## src/rtl/bf16_to_fp8_stream.sv

```systemverilog
// Multi-lane BF16 to FP8 (E4M3/E5M2) stream converter with a two-stage valid/ready pipeline.
// Stage 1 classifies and aligns each lane, stage 2 rounds, packs and flags; config travels with each beat.
module bf16_to_fp8_stream #(
  parameter int LANES = 4,
  parameter int CNT_W = 16
) (
  input  logic                 clk,
  input  logic                 rst_n,
  input  logic                 cfg_fmt,
  input  logic                 cfg_rnd,
  input  logic                 cfg_sat,
  input  logic                 in_valid,
  output logic                 in_ready,
  input  logic [LANES*16-1:0]  in_data,
  output logic                 out_valid,
  input  logic                 out_ready,
  output logic [LANES*8-1:0]   out_data,
  output logic [LANES*2-1:0]   out_flags,
  output logic [CNT_W-1:0]     ovf_cnt,
  input  logic                 cnt_clr
);

  typedef enum logic [1:0] {
    CLS_ZERO = 2'd0,
    CLS_FIN  = 2'd1,
    CLS_INF  = 2'd2,
    CLS_NAN  = 2'd3
  } cls_t;

  // base is the truncated FP8 magnitude {exp, frac}; g/r/st cover every discarded bit
  typedef struct packed {
    logic       sign;
    cls_t       cls;
    logic       pre_ovf;
    logic [6:0] base;
    logic       g;
    logic       r;
    logic       st;
  } s1_lane_t;

  function automatic s1_lane_t align_lane(input logic [15:0] x, input logic fmt);
    s1_lane_t          l;
    logic [7:0]        e;
    logic [6:0]        m;
    logic signed [9:0] te;
    logic [4:0]        sh;
    logic [4:0]        ef;
    logic [22:0]       ext;
    e  = x[14:7];
    m  = x[6:0];
    l  = '0;
    l.sign = x[15];
    te = $signed({2'b00, e}) - 10'sd127 + (fmt ? 10'sd15 : 10'sd7);
    if (e == 8'hff) begin
      l.cls = (m != 7'd0) ? CLS_NAN : CLS_INF;
    end else if (e == 8'h00) begin
      l.cls = CLS_ZERO;
    end else begin
      l.cls = CLS_FIN;
      // subnormal results shift the hidden bit into the fraction; beyond 16 only sticky remains
      if (te >= 10'sd1) begin
        sh = 5'd0;
        ef = te[4:0];
      end else if (te < -10'sd14) begin
        sh = 5'd16;
        ef = 5'd0;
      end else begin
        sh = 5'(10'sd1 - te);
        ef = 5'd0;
      end
      ext = 23'({1'b1, m, 16'b0} >> sh);
      l.pre_ovf = fmt ? (te > 10'sd30) : (te > 10'sd15);
      if (fmt) begin
        l.base = {ef, ext[22:21]};
        l.g    = ext[20];
        l.r    = ext[19];
        l.st   = |ext[18:0];
      end else begin
        l.base = {ef[3:0], ext[22:20]};
        l.g    = ext[19];
        l.r    = ext[18];
        l.st   = |ext[17:0];
      end
    end
    return l;
  endfunction

  // returns {ovf, unf, fp8}; a mantissa carry ripples into the exponent field naturally
  function automatic logic [9:0] round_pack(input s1_lane_t l, input logic fmt,
                                            input logic rnd, input logic sat);
    logic       inc;
    logic [7:0] sum;
    logic [6:0] mag;
    logic [6:0] ovf_mag;
    logic       ovf;
    logic       unf;
    inc     = !rnd && l.g && (l.r || l.st || l.base[0]);
    sum     = {1'b0, l.base} + {7'b0, inc};
    ovf_mag = sat ? (fmt ? 7'h7B : 7'h7E) : (fmt ? 7'h7C : 7'h7F);
    mag     = '0;
    ovf     = 1'b0;
    unf     = 1'b0;
    case (l.cls)
      CLS_NAN: mag = fmt ? 7'h7E : 7'h7F;
      CLS_INF: begin
        mag = ovf_mag;
        ovf = 1'b1;
      end
      CLS_FIN: begin
        if (l.pre_ovf || sum >= (fmt ? 8'h7C : 8'h7F)) begin
          mag = ovf_mag;
          ovf = 1'b1;
        end else begin
          mag = sum[6:0];
          unf = (sum == 8'h00);
        end
      end
      default: mag = '0;
    endcase
    return {ovf, unf, l.sign, mag};
  endfunction

  s1_lane_t [LANES-1:0] s1_lane;
  s1_lane_t [LANES-1:0] s1_lane_nxt;
  logic                 s1_valid;
  logic                 s1_fmt;
  logic                 s1_rnd;
  logic                 s1_sat;
  logic                 s1_adv;
  logic                 s2_adv;
  logic                 accept;
  logic [LANES*8-1:0]   s2_data_nxt;
  logic [LANES*2-1:0]   s2_flags_nxt;
  logic [CNT_W:0]       ovf_pc;
  logic [CNT_W:0]       cnt_sum;

  assign s2_adv   = !out_valid || out_ready;
  assign s1_adv   = !s1_valid || s2_adv;
  assign in_ready = s1_adv;
  assign accept   = in_valid && in_ready;

  always_comb begin
    s1_lane_nxt = '0;
    for (int i = 0; i < LANES; i++) begin
      s1_lane_nxt[i] = align_lane(in_data[16*i +: 16], cfg_fmt);
    end
  end

  always_comb begin
    s2_data_nxt  = '0;
    s2_flags_nxt = '0;
    for (int i = 0; i < LANES; i++) begin
      {s2_flags_nxt[2*i +: 2], s2_data_nxt[8*i +: 8]} =
        round_pack(s1_lane[i], s1_fmt, s1_rnd, s1_sat);
    end
  end

  always_ff @(posedge clk or negedge rst_n) begin
    if (!rst_n) begin
      s1_valid <= 1'b0;
      s1_lane  <= '0;
      s1_fmt   <= 1'b0;
      s1_rnd   <= 1'b0;
      s1_sat   <= 1'b0;
    end else if (s1_adv) begin
      s1_valid <= in_valid;
      if (accept) begin
        s1_lane <= s1_lane_nxt;
        s1_fmt  <= cfg_fmt;
        s1_rnd  <= cfg_rnd;
        s1_sat  <= cfg_sat;
      end
    end
  end

  always_ff @(posedge clk or negedge rst_n) begin
    if (!rst_n) begin
      out_valid <= 1'b0;
      out_data  <= '0;
      out_flags <= '0;
    end else if (s2_adv) begin
      out_valid <= s1_valid;
      if (s1_valid) begin
        out_data  <= s2_data_nxt;
        out_flags <= s2_flags_nxt;
      end
    end
  end

  always_comb begin
    ovf_pc = '0;
    for (int i = 0; i < LANES; i++) begin
      ovf_pc = ovf_pc + (CNT_W+1)'(out_flags[2*i+1]);
    end
    cnt_sum = {1'b0, ovf_cnt} + ovf_pc;
  end

  always_ff @(posedge clk or negedge rst_n) begin
    if (!rst_n) begin
      ovf_cnt <= '0;
    end else if (cnt_clr) begin
      ovf_cnt <= '0;
    end else if (out_valid && out_ready) begin
      ovf_cnt <= cnt_sum[CNT_W] ? '1 : cnt_sum[CNT_W-1:0];
    end
  end

endmodule

```

## config.mk

```make
export PLATFORM = sky130hd
export DESIGN_NAME = bf16_to_fp8_stream
export DESIGN_NICKNAME = d
export VERILOG_FILES = /design/src/rtl/bf16_to_fp8_stream.sv
export SDC_FILE = /design/constraint.sdc
export NUM_CORES = 1
export LEC_CHECK = 0
export CORE_UTILIZATION = 43
export DETAILED_ROUTE_END_ITERATION = 8
export GPL_ROUTABILITY_DRIVEN = 0
export HOLD_SLACK_MARGIN = 0.12
export PLACE_DENSITY = 0.62
export SLEW_MARGIN = 20
export SYNTH_ARGS = -nofsm -noshare
export SYNTH_HDL_FRONTEND = slang
export SYNTH_SLANG_ARGS = --single-unit
```

## constraint.sdc

```tcl
create_clock -name clk -period 10.44 [get_ports clk]
set_clock_uncertainty 0.1 [all_clocks]
set_input_delay 2.088 -clock clk [delete_from_list [all_inputs] [get_ports clk]]
set_output_delay 2.088 -clock clk [all_outputs]
set_load 0.03 [all_outputs]
```

# After elaboration in Yosys (flattened, before gate mapping)
# Index checks and enable logic that the tools add are counted.
# W data, S select, Z words.
# word_totals
reg_bits,117
latch_bits,0
ram_bits,0
mem_bits_ro,0
wordCells,227
input_bits,72
n_memories,0
# op_classes
multipliers,0
n_mux,81
n_shift,4
eq_ne,16
addsub,20
n_lt_le_gt_ge,20
div_mod_pow,0
n_bitwise,0
n_reduce_logical,50
# ops
operator,count
$mux W5,20
$shr A24 B5 Y23,4
$mux W11,8
$pmux W7 S3,4
$reduce_or A19 Y1,4
$reduce_or A18 Y1,4
$logic_not A8 Y1,8
$mux W16,3
$add A9 B5 Y10,4
$ge A10 B2 Y1 const B,4
$gt A10 B5 Y1 const B,4
$gt A10 B6 Y1 const B,4
$lt A10 B5 Y1 const B,4
$mux W10,4
$sub A8 B7 Y9 const B,4
$add A7 B1 Y8,4
$eq A8 B8 Y1 const B,4
$mux W7,4
$reduce_bool A7 Y1,4
$mux W1,25
$ge A8 B8 Y1,3
$sub A2 B5 Y5 const A,4
$add A16 B4 Y17,1
$eq A2 B2 Y1 const B,8
other kinds (14),51

# Logic depth before layout (Yosys ltp)
# Gate-level depths: netlist of run 1.
# depth
ltp_word,12
depth_mapped,17

# Least setup slack after synthesis of run 1
# No wires, ideal clock.
# synth_timing
path_type,in2reg
startpoint,in in_data[55]
endpoint,reg s1_lane[44] in the netlist's numbering
setup_time_ns,0.126
stages,14
setup_slack_ns,4.796
arrival_time_ns,5.418
required_ns,10.214
path_cell_list,buf_2 buf_1 nand2_1 xnor2_1 ha_1 a211o_2 o21ai_2 xor2_1 or4b_1 a31oi_4 o21ai_2 o32a_2 a31o_1 a221o_1
# synth_via
elab_chain_len,11
# synth_rtl
element,line_no,rtl
start: declaration,14,"input logic [LANES*16-1:0] in_data,"
$sub A8 B7 Y9,53,"te = $signed({2'b00, e}) - 10'sd127 + (fmt ? 10'sd15 : 10'sd7);"
$add A9 B5 Y10,53,
$lt A10 B5 Y1 or $sub A2 B5 Y5 (tied branches),"64, 68",
$mux W5,64,end else if (te < -10'sd14) begin
$mux W5,61,if (te >= 10'sd1) begin
$mux W5,56,end else if (e == 8'h00) begin
$mux W5,54,if (e == 8'hff) begin
$shr A24 B5 Y23,71,"ext = 23'({1'b1, m, 16'b0} >> sh);"
$mux W10,73,if (fmt) begin
$mux W11,56,
$mux W11 *,54,
end signal: assignment,168,s1_lane <= s1_lane_nxt;
end: declaration,123,s1_lane_t [LANES-1:0] s1_lane;
# Every way passes the cells marked *; elsewhere a longest branch is shown, timed or not. The select of a mux whose other input is x is not followed.
# A chain may end at the register's enable or synchronous reset.

# Worst setup path in the final report of run 1
# layout_timing
startpoint,in in_data[23]
endpoint,reg s1_lane[14] in the netlist's numbering
# layout_via
elab_chain_len,12
# layout_rtl
element,line_no
$sub A8 B7 Y9,53
$add A9 B5 Y10,53
$lt A10 B5 Y1 or $sub A2 B5 Y5 (tied branches),"64, 68"
$mux W5,64
$mux W5,61
$mux W5,56
$mux W5,54
$shr A24 B5 Y23,71
$reduce_or A19 Y1 or $reduce_or A18 Y1 (tied branches),"77, 82"
$mux W10,73
$mux W11,56
$mux W11 *,54
# Marks and branches as above.

==> summary.txt, run 1 <==
Global routing
  – First-pass GRT wire length: 44600 um
  – Largest net degree at the start of global routing: 69
  – Initial antenna violation count: 0
  – Vias in the first global route: 8935
  – Grt total ovfl: 0
  – Tot GR Track Use: 0.226

Pwr
  – Psw: 0.634 mW
  – Power, Total: between 1.5 and 2 mW
  – Reg power frac: 0.325
  – Max VDD drop: 0.128 mV
  – Switch share: 0.351
  – Logic pwr share: 0.345
  – Cell Pwr Density: between 100 and 150 mW/mm^2
  – P_int: 1.17 mW
  – Clock power frac: 0.330
  – P_leak: 5.13 nW

Drt
  – Routed Antenna Nets: 0
  – Drt first pass iters: 5
  – Initial detailed-routing violation count: ~590
  – Detailed-route DRC error count: 0
  – Vias: 9697
  – Vias/cell: 5.70
  – WL/cell: between 15 and 20 um
  – Drt total wl: 27000 um

Setup path
  – Slowest cell on the critical path: clkdlybuf4s50_1
  – Critical path's largest stage delay: 0.94 ns
  – Worst setup SP type: input port
  – CP max FO: 22
  – CP arrival: roughly 6.6 ns
  – Buffer and inverter count on the worst path: 2
  – WS Path Type: in -> reg
  – Critical Path End Type: register
  – Crit-path leading delay family: compound AO/OA/AOI/OAI gates
  – Data required, critical path: 10.64 ns
  – Worst path cell trace: clkdlybuf4s50_1 > inv_1 > ha_1 > nand2b_1 > o21ai_1 > a211oi_1 > a311oi_2 > a31oi_4 > mux2_2 > a32o_1 > a311o_1

Synth
  – Yosys cell types: 95
  – Post-synth EDFFs: 0
  – Synth Register Bits: 117
  – Avg Cell Area, Syn: 7.95 sq um
  – Synth Flop Type: dfrtp_1
  – Post-synthesis async set-or-reset flop share: 1.00
  – Post-Syn Area: 0.0102 sq mm
  – Mapped Cells: 1281
  – YS warnings: 0
  – Area leader, netlist: dfrtp_1
  – Synth top area share: 0.288
  – Net Count, Synth: 1415
  – Top post-synthesis cells by count: nand2_1 (173), dfrtp_1 (117), nor2_1 (115)
  – Register area share after synthesis: 0.288
  – Top-count cell post-synth: nand2_1
  – Synth top area cells: dfrtp_1 (29%), ha_1 (7.2%), nand2_1 (6.4%)

Layout
  – Area delta synth->final: 20.4%
  – # nets final: 1508
  – ANT cells: 0
  – Layout cells sized above 1: 0.0577
  – Post-Layout Inst Area: between 0.01 and 0.015 sq mm
  – Register area: 0.00293 sq mm
  – Area of the multi-input gates: 0.00676 sq mm
  – Filler instances: 2198

Die
  – Die ar.: 0.0243 sq mm
  – Die W: between 150 and 200 um
  – Core area: between 0.02 and 0.025 sq mm
  – Die Ht: about 160 um
  – I/O pins: 130
  – Starting density of the core: 0.444
  – Row cnt: 55

Timing
  – Hold WS: 0.362 ns
  – RSZ-0062 raised after global routing: no
  – Tmin final: about 6.4 ns
  – Worst slew margin: 0.362
  – Fin crit share: 0.615
  – Setup TNS: 0 ns
  – Fmax: 156 MHz
  – Final Setup Violations: 0
  – Tightest Pin Transition: 0.957 ns
  – Final hold vios: 0
  – Setup slack after layout: about 4 ns
  – Max Slew Vio Count: 0

Placement
  – Port-buffer cells: 129
  – DP HPWL: about 20000 um
  – DP Area: ~0.012 sq mm
  – Pre-CTS setup slack: 3.68 ns

Clocking
  – CTS root buffer: clkbuf_16
  – CTS Buffer Depth: 2
  – Cts hold-fix bufs: 0
  – Clock sink count: approximately 120
  – CTS buffer count: 17
  – Clk slew on worst S/H paths: 0.05 ns
  – TritonCTS clock tree: built
  – Setup bufs post-CTS: 0
  – Worst-skew pair later-pin latency: 0.42 ns
  – H-tree levels: 4
  – Post_cts resized: 0

Hold path
  – Hold/Removal Path Class: reg -> reg

Run
  – Max-Cap Viols: 0

Outcome
  – Status: finished, final reports clean
==> sequential cells by signal (all words and copies together), names as in the netlist <==
register   flops
s1_lane       56
out_data      32
ovf_cnt       16
out_flags      8
out_valid      1
s1_fmt         1
s1_rnd         1
s1_sat         1
s1_valid       1
==> kinds of logic (layout without fill, tap and decap cells) <==
kind of cell / count (synthesis) / after routing / share of synthesized area
and+or+nand+nor: 514 / 514 / 0.242
DFF: 117 / 117 / 0.288
AOI/OAI and AO/OA: 370 / 370 / 0.253
adders and majority gates: 62 / 62 / 0.0784
buffers and inverters: 123 / 229 / 0.0489
xor gates and xnor gates: 68 / 68 / 0.0585
muxes: 27 / 27 / 0.0310
==> power by group through the flow <==
stage                     Sequential [mW]  Combinational, mW  Clock [mW]
after floorplan                     0.634              0.362           0
after global placement              0.592              0.617           0
after detailed placement            0.593              0.620           0
after CTS                           0.586              0.623       0.605
after global routing                0.596              0.688       0.627
final                               0.586              0.624       0.596
==> layout by cell type (no fill, tap or decap), types with 7 or more instances in the layout <==
cell / count
and3_1: 16
mux2i_1: 18
a22o_1: 21
nor3_1: 40
nor2b_1: 8
clkbuf_16: 17
o21a_1: 7
a21o_1: 10
o21ai_0: 100
a211oi_1: 25
o31ai_1: 13
nand2b_1: 24
or3_1: 8
ha_1: 59
xnor2_1: 35
a32o_1: 7
xor2_1: 33
clkbuf_8: 7
o22ai_1: 8
nor2_1: 115
buf_4: 8
nand2_1: 171
nand4_1: 16
clkdlybuf4s50_1: 127
inv_1: 60
nor4_1: 10
a221oi_1: 8
a221o_1: 10
and2_1: 15
dfrtp_1: 117
a31oi_1: 11
nand3_1: 54
a21oi_1: 62
==> final timing paths <==
check | startpoint | endpoint | slack (ns) | depth (start not counted)
max reg2reg | out_flags[1] | ovf_cnt[15] | 6.75 | 13
min | s1_lane[41] | out_data[23] | 0.36 | 2
max | in_data[23] | s1_lane[14] | 4.02 | 11
min reg2reg | s1_lane[41] | out_data[23] | 0.36 | 2
max in group asynchronous | rst_n | s1_lane[49] | 7.38 | 2
min in group asynchronous | rst_n | out_data[23] | 1.59 | 1
==> cell type report <==
type | count | area share
Inverter | 61 | 0.0187
Sequential cell | 117 | 0.239
Clock inverter | 6 | 0.00724
Tap cell | 313 | 0.0319
Timing Repair Buffer | 136 | 0.109
Clock buffer | 26 | 0.0432
Multi-Input combinational cell | 1041 | 0.551
==> per-layer routing <==
metal	GRT usage	vias to the layer above	wire [um]
met3	0.0350	39	1200
met1	0.312	4521	13000
met2	0.360	261	12200
li1	-	4876	-
met5	0	-	0
met4	0.0766	0	537
==> metrics by stage <==
stage | utilization | instances
6_report | 0.535 | 1700
5_1_grt | 0.535 | 1700
4_1_cts | 0.535 | 1700
3_5_place_dp | 0.508 | 1668
3_3_place_gp | 0.508 | 1668
2_1_floorplan | - | 1281
==> worst register-to-register path, delay by kind of cell, from the launching register on <==
family | cells | cell delay [ns]
DFF | 1 | 0.46
AOI/OAI and AO/OA | 1 | 0.10
adders and majority gates | 3 | 1.06
and+or+nand+nor | 7 | 1.70
buffers and inverters | 2 | 0.14
Note: power is estimated with default switching activity, not from simulation.
==> inputs of run 2 (changes only) <==
==> constraint.sdc (replaced) <==
create_clock -name clk -period 6.4 [get_ports clk]
set_clock_uncertainty 0.1 [all_clocks]
set_input_delay 1.28 -clock clk [delete_from_list [all_inputs] [get_ports clk]]
set_output_delay 1.28 -clock clk [all_outputs]
set_load 0.03 [all_outputs]
==> run 2 against run 1 <==
Final cell count up 0.35%. Hold slack better by 0.0081 ns. Final area up 0.34%. First-iteration DRC count up 13%. Worst setup slack worse by 2.8 ns. Critical path type unchanged. Critical endpoint is now s1_lane[44]. Largest cell class unchanged. Highest routed layer unchanged.
==> summary.txt, run 2 (synthesis gave the netlist of run 1 again) <==
Global routing
  – First-pass GRT wire length: 45700 um (was 44600 um)
  – Vias in the first global route: 9103 (was 8935)
  – Initial antenna violation count: 0 (unchanged)
  – Grt total ovfl: 0 (unchanged)
  – Tot GR Track Use: 0.232 (was 0.226)
  – Largest net degree at the start of global routing: 69 (unchanged)

Drt
  – Drt first pass iters: 8 (was 5)
  – Detailed-route DRC error count: 0 (unchanged)
  – Vias: 9771 (was 9697)
  – WL/cell: 16.2 um (was 15.9 um)
  – Vias/cell: 5.73 (was 5.70)
  – Routed Antenna Nets: 0 (unchanged)
  – Drt total wl: 27600 um (was 27000 um)
  – Initial detailed-routing violation count: 663 (was 585)

Timing
  – Fin crit share: 0.813
  – Fmax: between 150 and 200 MHz
  – Max Slew Vio Count: 0 (unchanged)
  – Final hold vios: 0 (unchanged)
  – Hold WS: 0.370 ns (was 0.362 ns)
  – Tmin final: 5.20 ns
  – Worst slew margin: 0.332 (was 0.362)
  – Tightest Pin Transition: 1.00 ns (was 0.957 ns)
  – Setup TNS: 0 ns (unchanged)
  – RSZ-0062 raised after global routing: no (unchanged)
  – Final Setup Violations: 0 (unchanged)

Layout
  – Largest regs: s1_lane (56), out_data (32), ovf_cnt (16) (unchanged)
  – # nets final: 1514 (was 1508)
  – Most frequent cells in the layout: nand2_1 (171), clkdlybuf4s50_1 (127), dfrtp_1 (117) (unchanged)
  – Area delta synth->final: 20.9% (was 20.4%)
  – ANT cells: 0 (unchanged)
  – Commonest non-fill, non-tap cell in the layout: nand2_1 (unchanged)
  – Layout cells sized above 1: 0.0625 (was 0.0577)
  – Largest register FFs: 56 (unchanged)
  – Biggest register: s1_lane (unchanged)

Setup path
  – CP arrival: 5.40 ns (was 6.62 ns)
  – WS Path Type: in -> reg (unchanged)
  – Critical Path End Type: register (unchanged)
  – Setup slack, reg-to-reg: 2.67 ns (was 6.75 ns)
  – Worst setup SP type: input port (unchanged)
  – FF-to-FF Start: out_flags[1] (unchanged)
  – Reg2reg path depth: 13 (unchanged)
  – Worst r2r dst: ovf_cnt[15] (unchanged)
  – Data required, critical path: 6.60 ns (was 10.64 ns)
  – CP max FO: 12 (was 22)
  – CP startpoint: in_data[57] (was in_data[23])

Pwr
  – Cell Pwr Density: 241 mW/mm^2 (was 147 mW/mm^2)
  – Max VDD drop: 0.211 mV (was 0.128 mV)
  – P_leak: 5.15 nW (was 5.13 nW)

Clocking
  – CTS root buffer: clkbuf_16 (unchanged)
  – Post_cts resized: 0 (unchanged)
  – Worst-skew pair later-pin latency: 0.42 ns (about the same)
  – CTS Buffer Depth: 2 (unchanged)
  – H-tree levels: 4 (unchanged)
  – Clock sink count: 117 (unchanged)
  – Cts hold-fix bufs: 0 (unchanged)
  – Clk slew on worst S/H paths: 0.06 ns (was 0.05 ns)
  – Setup bufs post-CTS: 0 (unchanged)
  – TritonCTS clock tree: built (unchanged)
  – CTS buffer count: 17 (unchanged)

Die
  – Row cnt: 55 (unchanged)
  – Core area: 0.0229 sq mm (unchanged)
  – Die ar.: 0.0243 sq mm (unchanged)
  – Die W: 156 um (unchanged)
  – I/O pins: 130 (unchanged)
  – Starting density of the core: 0.444 (unchanged)
  – Die Ht: 156 um (unchanged)

Outcome
  – Status: finished, final reports clean (unchanged)

Placement
  – DP HPWL: 20900 um (was 20300 um)
  – Port-buffer cells: 129 (unchanged)

Hold path
  – Hold Path Depth: 2 (unchanged)
  – Hold_sp: out_data[7] (was s1_lane[41])
  – Hold Path End: out_data[7] (was out_data[23])
  – Hold/Removal Path Class: reg -> reg (unchanged)

Run
  – Max-Cap Viols: 0 (unchanged)
run 2: cell count changes in the layout (fill, tap and decap cells not counted):
cell,previous run,this run
clkinvlp_4,2,6
bufinv_16,2,4
clkinv_4,1,0
buf_4,8,14
clkbuf_8,7,0
clkinv_2,1,4
clkbuf_1,2,1
run 2: layout make-up:
type	count	area, sq um
fillers	2223	10600
multi-input cells	1041	6760
flip-flops and latches	117	2930
repair buffers	142	1380
clock buffers	18	429
well taps	313	392
inverters	61	229
clock inverters	14	185
run 2: per-stage QoR:
stage          power [mW]  instances   util  cell area (sq um)  worst slack (ns)
2_1_floorplan        1.62       1281      -              10200              1.56
3_3_place_gp         1.97       1674  0.510              11700             0.865
3_5_place_dp         1.98       1674  0.510              11700             0.766
4_1_cts              2.98       1706  0.537              12300              1.20
5_1_grt              3.14       1706  0.537              12300             0.896
6_report             2.97       1706  0.537              12300              1.20
run 2: how the worst max path moves through the flow:
stage | to | slack [ns] | cells after the start
floorplan | s1_lane[44] | 1.56 | 14
detailed placement | s1_lane[44] | 0.77 | 15
global route | s1_lane[42] | 0.90 | 15
global placement | s1_lane[44] | 0.86 | 14
finish | s1_lane[44] | 1.20 | 15
CTS | s1_lane[44] | 1.20 | 15
run 2: power breakdown:
part           total, mW  switching (mW)  internal [mW]
logic               1.02           0.600          0.419
clock network      0.993           0.346          0.646
registers          0.958           0.108          0.849
run 2: layer usage:
metal | vias up | part of all wire | global-route usage
met2 | 234 | 0.45 | 0.369
met5 | - | 0 | 0
li1 | 4876 | - | -
met4 | 0 | 0.011 | 0.0500
met3 | 23 | 0.041 | 0.0367
met1 | 4638 | 0.50 | 0.329
run 2: worst max-delay path, cell delays in order:
cell	delay (ns)
clkdlybuf4s50_1	0.68
ha_1	0.27
nand2_1	0.08
xnor2_1	0.19
ha_1	0.34
a211o_2	0.34
o21ai_2	0.06
xor2_1	0.33
or4b_1	0.52
a31oi_4	0.20
o21ai_2	0.20
nor2_1	0.25
a2bb2oi_1	0.09
a31o_1	0.24
a221o_1	0.31
==> inputs of run 3 (changes only) <==
==> constraint.sdc (replaced) <==
create_clock -name clk -period 4.9 [get_ports clk]
set_clock_uncertainty 0.1 [all_clocks]
set_input_delay 0.98 -clock clk [delete_from_list [all_inputs] [get_ports clk]]
set_output_delay 0.98 -clock clk [all_outputs]
set_load 0.03 [all_outputs]
==> run 3 against run 2 <==
Sequential share of layout area down 0.31 points. First-iteration DRC count down 10%. Global-route usage about the same. Largest cell class unchanged. Via count fell by 0.19%. Flip-flop and latch count is the same. Core utilization is 0.72 points higher. Highest routed layer unchanged. Critical endpoint unchanged. Non-clock buffer count is 27 higher. Critical path type unchanged. Hold slack got worse by 0.0042 ns.
==> summary.txt, run 3 (synthesis gave the netlist of run 1 again) <==
Hold path
  – Hold Path Depth: 2 (unchanged)
  – Hold/Removal Path Class: reg -> reg (unchanged)
  – Hold_sp: s1_lane[27] (was out_data[7])

Setup path
  – Reg2reg path depth: 13 (unchanged)
  – Critical Path Stages: 14 (was 15)
  – Critical path's largest stage delay: 0.51 ns (was 0.68 ns)
  – FF-to-FF Start: out_flags[1] (unchanged)
  – CP startpoint: in_data[56] (was in_data[57])
  – Critical Path End Type: register (unchanged)
  – CP max FO: 9 (was 12)
  – Worst setup SP type: input port (unchanged)
  – CP arrival: 4.60 ns (was 5.40 ns)
  – Crit-path leading delay family: compound AO/OA/AOI/OAI gates (unchanged)
  – Slowest cell on the critical path: clkdlybuf4s50_1 (unchanged)
  – WS Path Type: in -> reg (unchanged)
  – Setup slack, reg-to-reg: 1.17 ns (was 2.67 ns)
  – Buffer and inverter count on the worst path: 1 (unchanged)
  – Worst path cell trace: clkdlybuf4s50_1 > ha_1 > nand2_1 > xnor2_1 > ha_1 > a211o_2 > o21ai_2 > xor2_1 > or4b_1 > a31oi_4 > o21ai_2 > o32a_2 > a31o_1 > a221o_1 (was clkdlybuf4s50_1 > ha_1 > nand2_1 > xnor2_1 > ha_1 > a211o_2 > o21ai_2 > xor2_1 > or4b_1 > a31oi_4 > o21ai_2 > nor2_1 > a2bb2oi_1 > a31o_1 > a221o_1)
  – Data required, critical path: 5.11 ns (was 6.60 ns)

Placement
  – Port-buffer cells: 129 (unchanged)
  – DP Area: 0.0119 sq mm (was 0.0117 sq mm)
  – DP HPWL: 21000 um (was 20900 um)

Drt
  – Drt total wl: 27600 um (about the same)
  – Vias/cell: 5.63 (was 5.73)
  – Initial detailed-routing violation count: 594 (was 663)
  – Drt first pass iters: 5 (was 8)
  – Routed Antenna Nets: 0 (unchanged)
  – Vias: 9752 (was 9771)
  – Detailed-route DRC error count: 0 (unchanged)
  – WL/cell: 16.0 um (was 16.2 um)

Pwr
  – Power, Total: 3.82 mW (was 2.97 mW)
  – Max VDD drop: 0.254 mV (was 0.211 mV)
  – P_leak: 5.28 nW (was 5.15 nW)
  – Cell Pwr Density: 306 mW/mm^2 (was 241 mW/mm^2)

Layout
  – Post-Layout Inst Area: 0.0125 sq mm (was 0.0123 sq mm)
  – ANT cells: 0 (unchanged)
  – Filler instances: 2140 (was 2223)
  – Area delta synth->final: 22.5% (was 20.9%)
  – Largest regs: s1_lane (56), out_data (32), ovf_cnt (16) (unchanged)
  – Most frequent cells in the layout: nand2_1 (171), clkdlybuf4s50_1 (127), dfrtp_1 (117) (unchanged)
  – Layout cells sized above 1: 0.0796 (was 0.0625)
  – Area of the multi-input gates: 0.00676 sq mm (unchanged)
  – Largest register FFs: 56 (unchanged)
  – Fin util: 0.544 (was 0.537)
  – # nets final: 1541 (was 1514)
  – Register area: 0.00293 sq mm (unchanged)
  – Commonest non-fill, non-tap cell in the layout: nand2_1 (unchanged)
  – Biggest register: s1_lane (unchanged)

Timing
  – Fmax: 227 MHz
  – Tmin final: 4.40 ns
  – Setup TNS: 0 ns (unchanged)
  – Fin crit share: 0.897
  – Hold WS: 0.366 ns (was 0.370 ns)
  – Max Slew Vio Count: 0 (unchanged)
  – Final hold vios: 0 (unchanged)
  – Final Setup Violations: 0 (unchanged)
  – RSZ-0062 raised after global routing: no (unchanged)
  – Tightest Pin Transition: 0.820 ns (was 1.00 ns)
  – Worst slew margin: 0.453 (was 0.332)

Clocking
  – H-tree levels: 4 (unchanged)
  – CTS buffer count: 17 (unchanged)
  – Clock sink count: 117 (unchanged)
  – Cts hold-fix bufs: 0 (unchanged)
  – TritonCTS clock tree: built (unchanged)
  – Worst-skew pair later-pin latency: 0.42 ns (about the same)
  – Post_cts resized: 0 (unchanged)
  – Setup bufs post-CTS: 0 (unchanged)
  – CTS root buffer: clkbuf_16 (unchanged)
  – Clk slew on worst S/H paths: 0.06 ns (about the same)
  – CTS Buffer Depth: 2 (unchanged)

Die
  – Die W: 156 um (unchanged)
  – Starting density of the core: 0.444 (unchanged)
  – I/O pins: 130 (unchanged)
  – Die Ht: 156 um (unchanged)
  – Row cnt: 55 (unchanged)
  – Die ar.: 0.0243 sq mm (unchanged)
  – Core area: 0.0229 sq mm (unchanged)

Global routing
  – Grt total ovfl: 0 (unchanged)
  – Largest net degree at the start of global routing: 63 (was 69)
  – First-pass GRT wire length: 45700 um (about the same)
  – Tot GR Track Use: 0.232 (about the same)
  – Vias in the first global route: 9094 (was 9103)
  – Initial antenna violation count: 0 (unchanged)

Run
  – Max-Cap Viols: 0 (unchanged)

Outcome
  – Status: finished, final reports clean (unchanged)
## run 3: cell type report
cell class | count | area share
Multi-Input combinational cell | 1041 | 0.542
Inverter | 61 | 0.0184
Tap cell | 313 | 0.0314
Clock buffer | 21 | 0.0377
Timing Repair Buffer | 169 | 0.127
Sequential cell | 117 | 0.235
Clock inverter | 10 | 0.00843
## run 3: worst register-to-register path, delay by kind of cell, from the launching register on
kind,cells,cell delay (ns)
simple gates,7,1.75
flops,1,0.46
fa+ha+maj,3,1.06
buf+inv,2,0.13
compound gates,1,0.09
## run 3: final timing paths
kind / end
max: s1_lane[44]
min: out_data[15]
max reg2reg: ovf_cnt[15]
min reg2reg: out_data[15]
max in group asynchronous: ovf_cnt[13]
min in group asynchronous: s1_lane[32]
## run 3: layer usage
layer	up-vias	GRT usage	routed length (um)
met5	-	0	0
met4	0	0.0612	337
met3	21	0.0322	1340
met2	251	0.376	12700
met1	4549	0.322	13300
li1	4931	-	-
## run 3: metrics by stage
stage               cells  setup WS [ns]
floorplan            1281          0.364
global placement     1701          0.139
global route         1732          0.302
detailed placement   1701         0.0742
CTS                  1732          0.500
finish               1732          0.504
## run 3: report_power, final
group	switching [mW]	internal [mW]	leakage, nW	total [mW]
clock	0.431	0.779	0.284	1.21
combinational	0.792	0.571	3.47	1.36
sequential	0.140	1.11	1.52	1.25
total	1.36	2.46	5.28	3.82
